`src/rtl/ldb_pkg.sv`:
```
// Shared types and width helpers for the line delay buffer.
package ldb_pkg;

   typedef enum logic [1:0] {
      EMPTY,
      FILLING,
      PRIMED
   } ldb_state_t;

   function automatic int ldb_addr_w(input int n);
      return (n > 1) ? $clog2(n) : 1;
   endfunction

endpackage

```
`src/rtl/ldb_ram.sv`:
```
// Circular sample store: one write port, asynchronous read that returns old data.
module ldb_ram
   import ldb_pkg::*;
#(
   parameter int DW    = 4,
   parameter int DEPTH = 32,
   parameter int AW    = ldb_addr_w(DEPTH)
) (
   input  logic          clk,
   input  logic          we,
   input  logic [AW-1:0] addr,
   input  logic [DW-1:0] wdata,
   output logic [DW-1:0] rdata
);

   (* ram_style="distributed" *)
   logic [DW-1:0] mem_q [DEPTH];

   always_ff @(posedge clk) begin
      if (we) mem_q[addr] <= wdata;
   end

   // Read sees the pre-edge contents, so a same-address write never bypasses.
   assign rdata = mem_q[addr];

endmodule

```
`src/rtl/line_delay_buffer.sv`:
```
// Programmable multi-channel sample delay line with fill gating.
// Optional status outputs (primed, fill_level) under LDB_STATUS_EN.
module line_delay_buffer
   import ldb_pkg::*;
#(
   parameter int WIDTH     = 4,
   parameter int CHANNELS  = 1,
   parameter int MAX_DEPTH = 32,
   parameter int DEPTH_W   = $clog2(MAX_DEPTH + 1)
) (
   input  logic                      clk,
   input  logic                      rst_n,
   input  logic                      cfg_load,
   input  logic [DEPTH_W-1:0]        cfg_depth,
   input  logic                      in_valid,
   input  logic [CHANNELS*WIDTH-1:0] in_data,
   output logic                      out_valid,
   output logic [CHANNELS*WIDTH-1:0] out_data
`ifdef LDB_STATUS_EN
   ,
   output logic                      primed,
   output logic [DEPTH_W-1:0]        fill_level
`endif
);

   localparam int DW = CHANNELS * WIDTH;
   localparam int AW = ldb_addr_w(MAX_DEPTH);
   localparam logic [DEPTH_W-1:0] DMAX = DEPTH_W'(MAX_DEPTH);
   localparam logic [DEPTH_W-1:0] ONE  = DEPTH_W'(1);

   ldb_state_t         state_q;
   logic [DEPTH_W-1:0] depth_q;
   logic [DEPTH_W-1:0] depth_d;
   logic [DEPTH_W-1:0] fill_q;
   logic [DEPTH_W-1:0] fill_d;
   logic [AW-1:0]      wptr_q;
   logic [AW-1:0]      wptr_d;
   logic               accept;
   logic               bypass;
   logic               ram_we;
   logic [DW-1:0]      ram_rdata;

   assign accept  = in_valid & ~cfg_load;
   assign bypass  = (depth_q == '0);
   assign ram_we  = accept & ~bypass;
   assign depth_d = (cfg_depth > DMAX) ? DMAX : cfg_depth;
   assign fill_d  = fill_q + ONE;
   assign wptr_d  = (DEPTH_W'(wptr_q) == depth_q - ONE) ? '0
                  : wptr_q + AW'(1);

   ldb_ram #(
      .DW    (DW),
      .DEPTH (MAX_DEPTH),
      .AW    (AW)
   ) u_ram (
      .clk   (clk),
      .we    (ram_we),
      .addr  (wptr_q),
      .wdata (in_data),
      .rdata (ram_rdata)
   );

   always_ff @(posedge clk or negedge rst_n) begin
      if (!rst_n) begin
         state_q   <= EMPTY;
         depth_q   <= DMAX;
         wptr_q    <= '0;
         fill_q    <= '0;
         out_valid <= 1'b0;
         out_data  <= '0;
      end else if (cfg_load) begin
         depth_q   <= depth_d;
         wptr_q    <= '0;
         fill_q    <= '0;
         out_valid <= 1'b0;
         // Bypass has nothing to fill, so it is primed immediately.
         state_q   <= (depth_d == '0) ? PRIMED : EMPTY;
      end else begin
         out_valid <= 1'b0;
         if (accept) begin
            if (bypass) begin
               out_valid <= 1'b1;
               out_data  <= in_data;
            end else begin
               out_data  <= ram_rdata;
               out_valid <= (state_q == PRIMED);
               wptr_q    <= wptr_d;
               case (state_q)
                  EMPTY, FILLING: begin
                     fill_q  <= fill_d;
                     state_q <= (fill_d == depth_q) ? PRIMED : FILLING;
                  end
                  default: ;
               endcase
            end
         end
      end
   end

`ifdef LDB_STATUS_EN
   assign primed     = (state_q == PRIMED);
   assign fill_level = fill_q;
`endif

endmodule

```
`config.mk`:
```
export PLATFORM = sky130hd
export DESIGN_NAME = line_delay_buffer
export DESIGN_NICKNAME = d
export VERILOG_FILES = /design/src/rtl/ldb_pkg.sv /design/src/rtl/ldb_ram.sv /design/src/rtl/line_delay_buffer.sv
export SDC_FILE = /design/constraint.sdc
export NUM_CORES = 1
export LEC_CHECK = 0
export CAP_MARGIN = 5
export CORE_AREA = 10 10 117 119
export CTS_CLUSTER_DIAMETER = 200
export DETAILED_ROUTE_END_ITERATION = 7
export DIE_AREA = 0 0 127 129
export GPL_TIMING_DRIVEN = 0
export PLACE_DENSITY_LB_ADDON = 0.08
export SLEW_MARGIN = 20
export SYNTH_ARGS = -nofsm -noshare
export SYNTH_HDL_FRONTEND = slang
export SYNTH_SLANG_ARGS = --single-unit
```
`constraint.sdc`:
```
create_clock -name clk -period 5.9 [get_ports clk]
set_input_delay 1.18 -clock clk [delete_from_list [all_inputs] [get_ports clk]]
set_output_delay 1.18 -clock clk [all_outputs]
set_load 0.02 [all_outputs]
```
==> qor.txt, run 1 <==
Sw Ratio: 0.2186
Clock tree buffer depth: 2
CTS Hold Bufs: 0
CP Data Required Time: 5.96 ns
Placer congestion estimate: 0.8364
Layout Cells excl Fill: 639
PD cells: 335.9 nW/um^2
Combinational power share: 0.095
Leak: 2.573 nW
Inserted Diodes: 0
Mean Syn Cell Area: 14.89 sq um
DR iter-0 viols: 359
Final WL: 13.57 mm
First-pass GRT wire length: 21.22 mm
Port bufs: 17
DR pass1 iterations: 5
Total core area: 11,320 sq um
Starting density of the core: 0.5891
Startpoint types: primary input
Crit path kind: primary input to flip-flop
Status: completed
Register area share after synthesis: 0.6666
Std-Cell Rows: 39
H-Tree Depth: 4
Clock share of power: 0.436
CP Launch Point: in_valid
CP arrival: 3.28 ns
Chip height: 129 um
Switch Pwr: 0.0005581 W
CTS root buf: clkbuf_16
Worst-path maximum fanout: 9
DP HPWL: 9.260 mm
All-Layer GR Usage: 0.1723
Vias per cell: 6.058
Post-synth EDFFs: 128
R2R setup slack: 3.08 ns
Area occupied by multi-input gates: 2057 sq um
Worst Hold Class: flip-flop to flip-flop
Max IR drop VDD: 0.3112 mV
Seq pwr share: 0.469
Highest clock rate: 0.3102 GHz
Wire per inst: 21.24 um
RSZ-0062 raised after global routing: no
Slew headroom: 0.5724
Layout Utilization: 0.6715
Nets: 504
# clock sinks: 152
Primary FF master, synth: edfxtp_1
Fin crit share: 0.5463
Hold Violations, Final: 0
Initial antenna violation count: 0
Min-delay src: state_q[0]$_DFFE_PN0P_
Layout cell share with drive strength beyond 1: 0.1593
Commonest non-fill, non-tap cell in the layout: edfxtp_1
Area grow syn2layout: 14.00%
Cells after Synth: 448
FF+latch count, synth: 152
Overflow after GRT: 0
Filler cells: 781
Final-report setup violation count: 0
Max-cap violations: 0
CTS buffer count: 17
Warnings, synthesis: 0
Ports: 19
Vias in the first global route: 3,892
Slew at the pin closest to its max-slew limit: 0.6414 ns
Reg clk slew, reported paths: 0.06 ns
Die area: 16,380 sq um
Fin. max-slew vios: 0
Resize count post-CTS: 0
Antenna-violating nets left: 0
Via count: 3,871
Syn nets: 468
Residual DRC count: 0
Async SR Flop Fraction: 0.1579
Most frequent cells in the layout: edfxtp_1, nor2_1, mux2i_1, dfrtp_1, nand2_1
Chip width: 127 um
Setup TNS: 0 ns
Worst Clk Skew: 0.006485 ns
Int Pwr: 0.001995 W
Post-CTS Setup Inserts: 0
Synth cell types: 61
Register area: 4446 sq um
Number of placed instances, taps included: 608
Critical Path Sink Type: flip-flop
Later-pin clock latency in the skew report: 0.42 ns
Largest net degree at the start of global routing: 34
CTS tree: yes
Critical R2R Launch: depth_q[0]$_DFFE_PN0P_
Netlist Area Pre-Place: 6669 sq um
Crit path time final: 3.223 ns
## critical path: stages
cell and delay, ns:
clkdlybuf4s50_1 0.45, inv_1 0.11, a21o_1 0.23, nor2_1 0.41
nand2_1 0.39, nor2_1 0.50
## power groups by stage
stage	Combinational, W	Clock (W)	Sequential (W)
4_1_cts	0.000246	0.00112	0.00120
6_report	0.000243	0.00111	0.00120
3_5_place_dp	0.000245	0	0.00122
5_1_grt	0.000263	0.00118	0.00120
3_3_place_gp	0.000241	0	0.00122
2_1_floorplan	0.000151	0	0.00123
## flip-flops by register name (all words and copies together), names as in the netlist
register / count
u_ram.mem_q: 128
depth_q: 6
fill_q: 6
wptr_q: 5
out_data: 4
state_q: 2
out_valid: 1
## cell families (layout without fill, tap and decap cells)
group	after synthesis	count (layout)	synth area share
flip-flops	152	152	0.6666
AND/OR/NAND/NOR	123	123	0.09625
multiplexers	51	51	0.1058
adder cells (fa/ha/maj)	6	6	0.01126
XOR/XNOR	18	18	0.02364
AO/OA/AOI/OAI	67	67	0.07148
buffers and inverters	31	79	0.02495
## through the flow
stage          cell area [sq um]  worst slack, ns  total power, W  hold WS (ns)
3_5_place_dp                7013            2.285        0.001466        0.5457
5_1_grt                     7602            2.545        0.002645        0.5875
6_report                    7602            2.677        0.002554        0.5497
2_1_floorplan               6669            3.367        0.001376        0.5047
3_3_place_gp                7018            2.288        0.001461        0.5299
4_1_cts                     7622            2.708        0.002570        0.5559
## layout make-up
| class | count | area share |
|---|---|---|
| clock buffers | 20 | 0.05744 |
| repair buffers | 17 | 0.01909 |
| multi-input cells | 265 | 0.2706 |
| well taps | 143 | 0.02354 |
| inverters | 6 | 0.002962 |
| flip-flops and latches | 152 | 0.5848 |
| plain buffers | 25 | 0.01893 |
| clock inverters | 11 | 0.02271 |
## path summary, 6_finish.rpt
kind | endpoint | depth (start not counted)
max reg2reg | u_ram.mem_q[28][0]$_DFFE_PP_ | 7
min in group asynchronous | fill_q[4]$_DFFE_PN0P_ | 1
max | u_ram.mem_q[28][0]$_DFFE_PP_ | 6
min reg2reg | out_valid$_DFF_PN0_ | 2
min | out_valid$_DFF_PN0_ | 2
max in group asynchronous | depth_q[5]$_DFFE_PN1P_ | 1
## cell usage after synthesis (3+ instances only)
cell type | instances | area, sq um
edfxtp_1 | 128 | 3844
nor2_1 | 49 | 183.9
mux2i_1 | 30 | 300.3
dfrtp_1 | 23 | 575.6
nand2_1 | 21 | 78.83
o22ai_1 | 18 | 112.6
mux4_2 | 15 | 337.8
xor2_1 | 11 | 96.34
buf_2 | 10 | 50.05
o21ai_0 | 10 | 50.05
a21oi_1 | 8 | 40.04
nand3_1 | 7 | 35.03
xnor2_1 | 7 | 61.31
clkbuf_1 | 6 | 22.52
ha_1 | 6 | 75.07
inv_1 | 6 | 22.52
mux2_2 | 6 | 67.56
or3_1 | 6 | 37.54
a211o_1 | 4 | 35.03
and3_1 | 4 | 25.02
buf_4 | 4 | 30.03
nand2b_1 | 4 | 25.02
and4_1 | 3 | 26.28
buf_6 | 3 | 33.78
nand4_1 | 3 | 18.77
nand4b_1 | 3 | 26.28
o2bb2ai_1 | 3 | 26.28
## routing by layer
layer | part of all wire | track usage | vias to the layer above
met3 | 0.060 | 0.04764 | 10
met1 | 0.44 | 0.2224 | 1947
met4 | 0.0089 | 0.06966 | 0
li1 | - | - | 1805
met2 | 0.49 | 0.2710 | 109
met5 | 0 | 0 | -
Note: power is estimated with default switching activity, not from simulation.
==> run 2: changes to the inputs <==
- clock period: 5.9 -> 3.36 ns (I/O delays scaled with it)
==> results of run 2 <==
Same layout as run 1 (identical final DEF). Status: completed.
Among the figures that moved: setup slack after placement 2.285 ns -> 0.2530 ns; setup slack after layout 2.677 ns -> 0.5386 ns; hold slack 0.5497 ns -> 0.2342 ns; start point of the critical path in_valid -> depth_q[0]$_DFFE_PN0P_; register-to-register setup slack 3.08 ns -> 0.54 ns; total power 0.002554 W -> 0.004484 W; worst IR drop on VDD 0.3112 mV -> 0.5465 mV
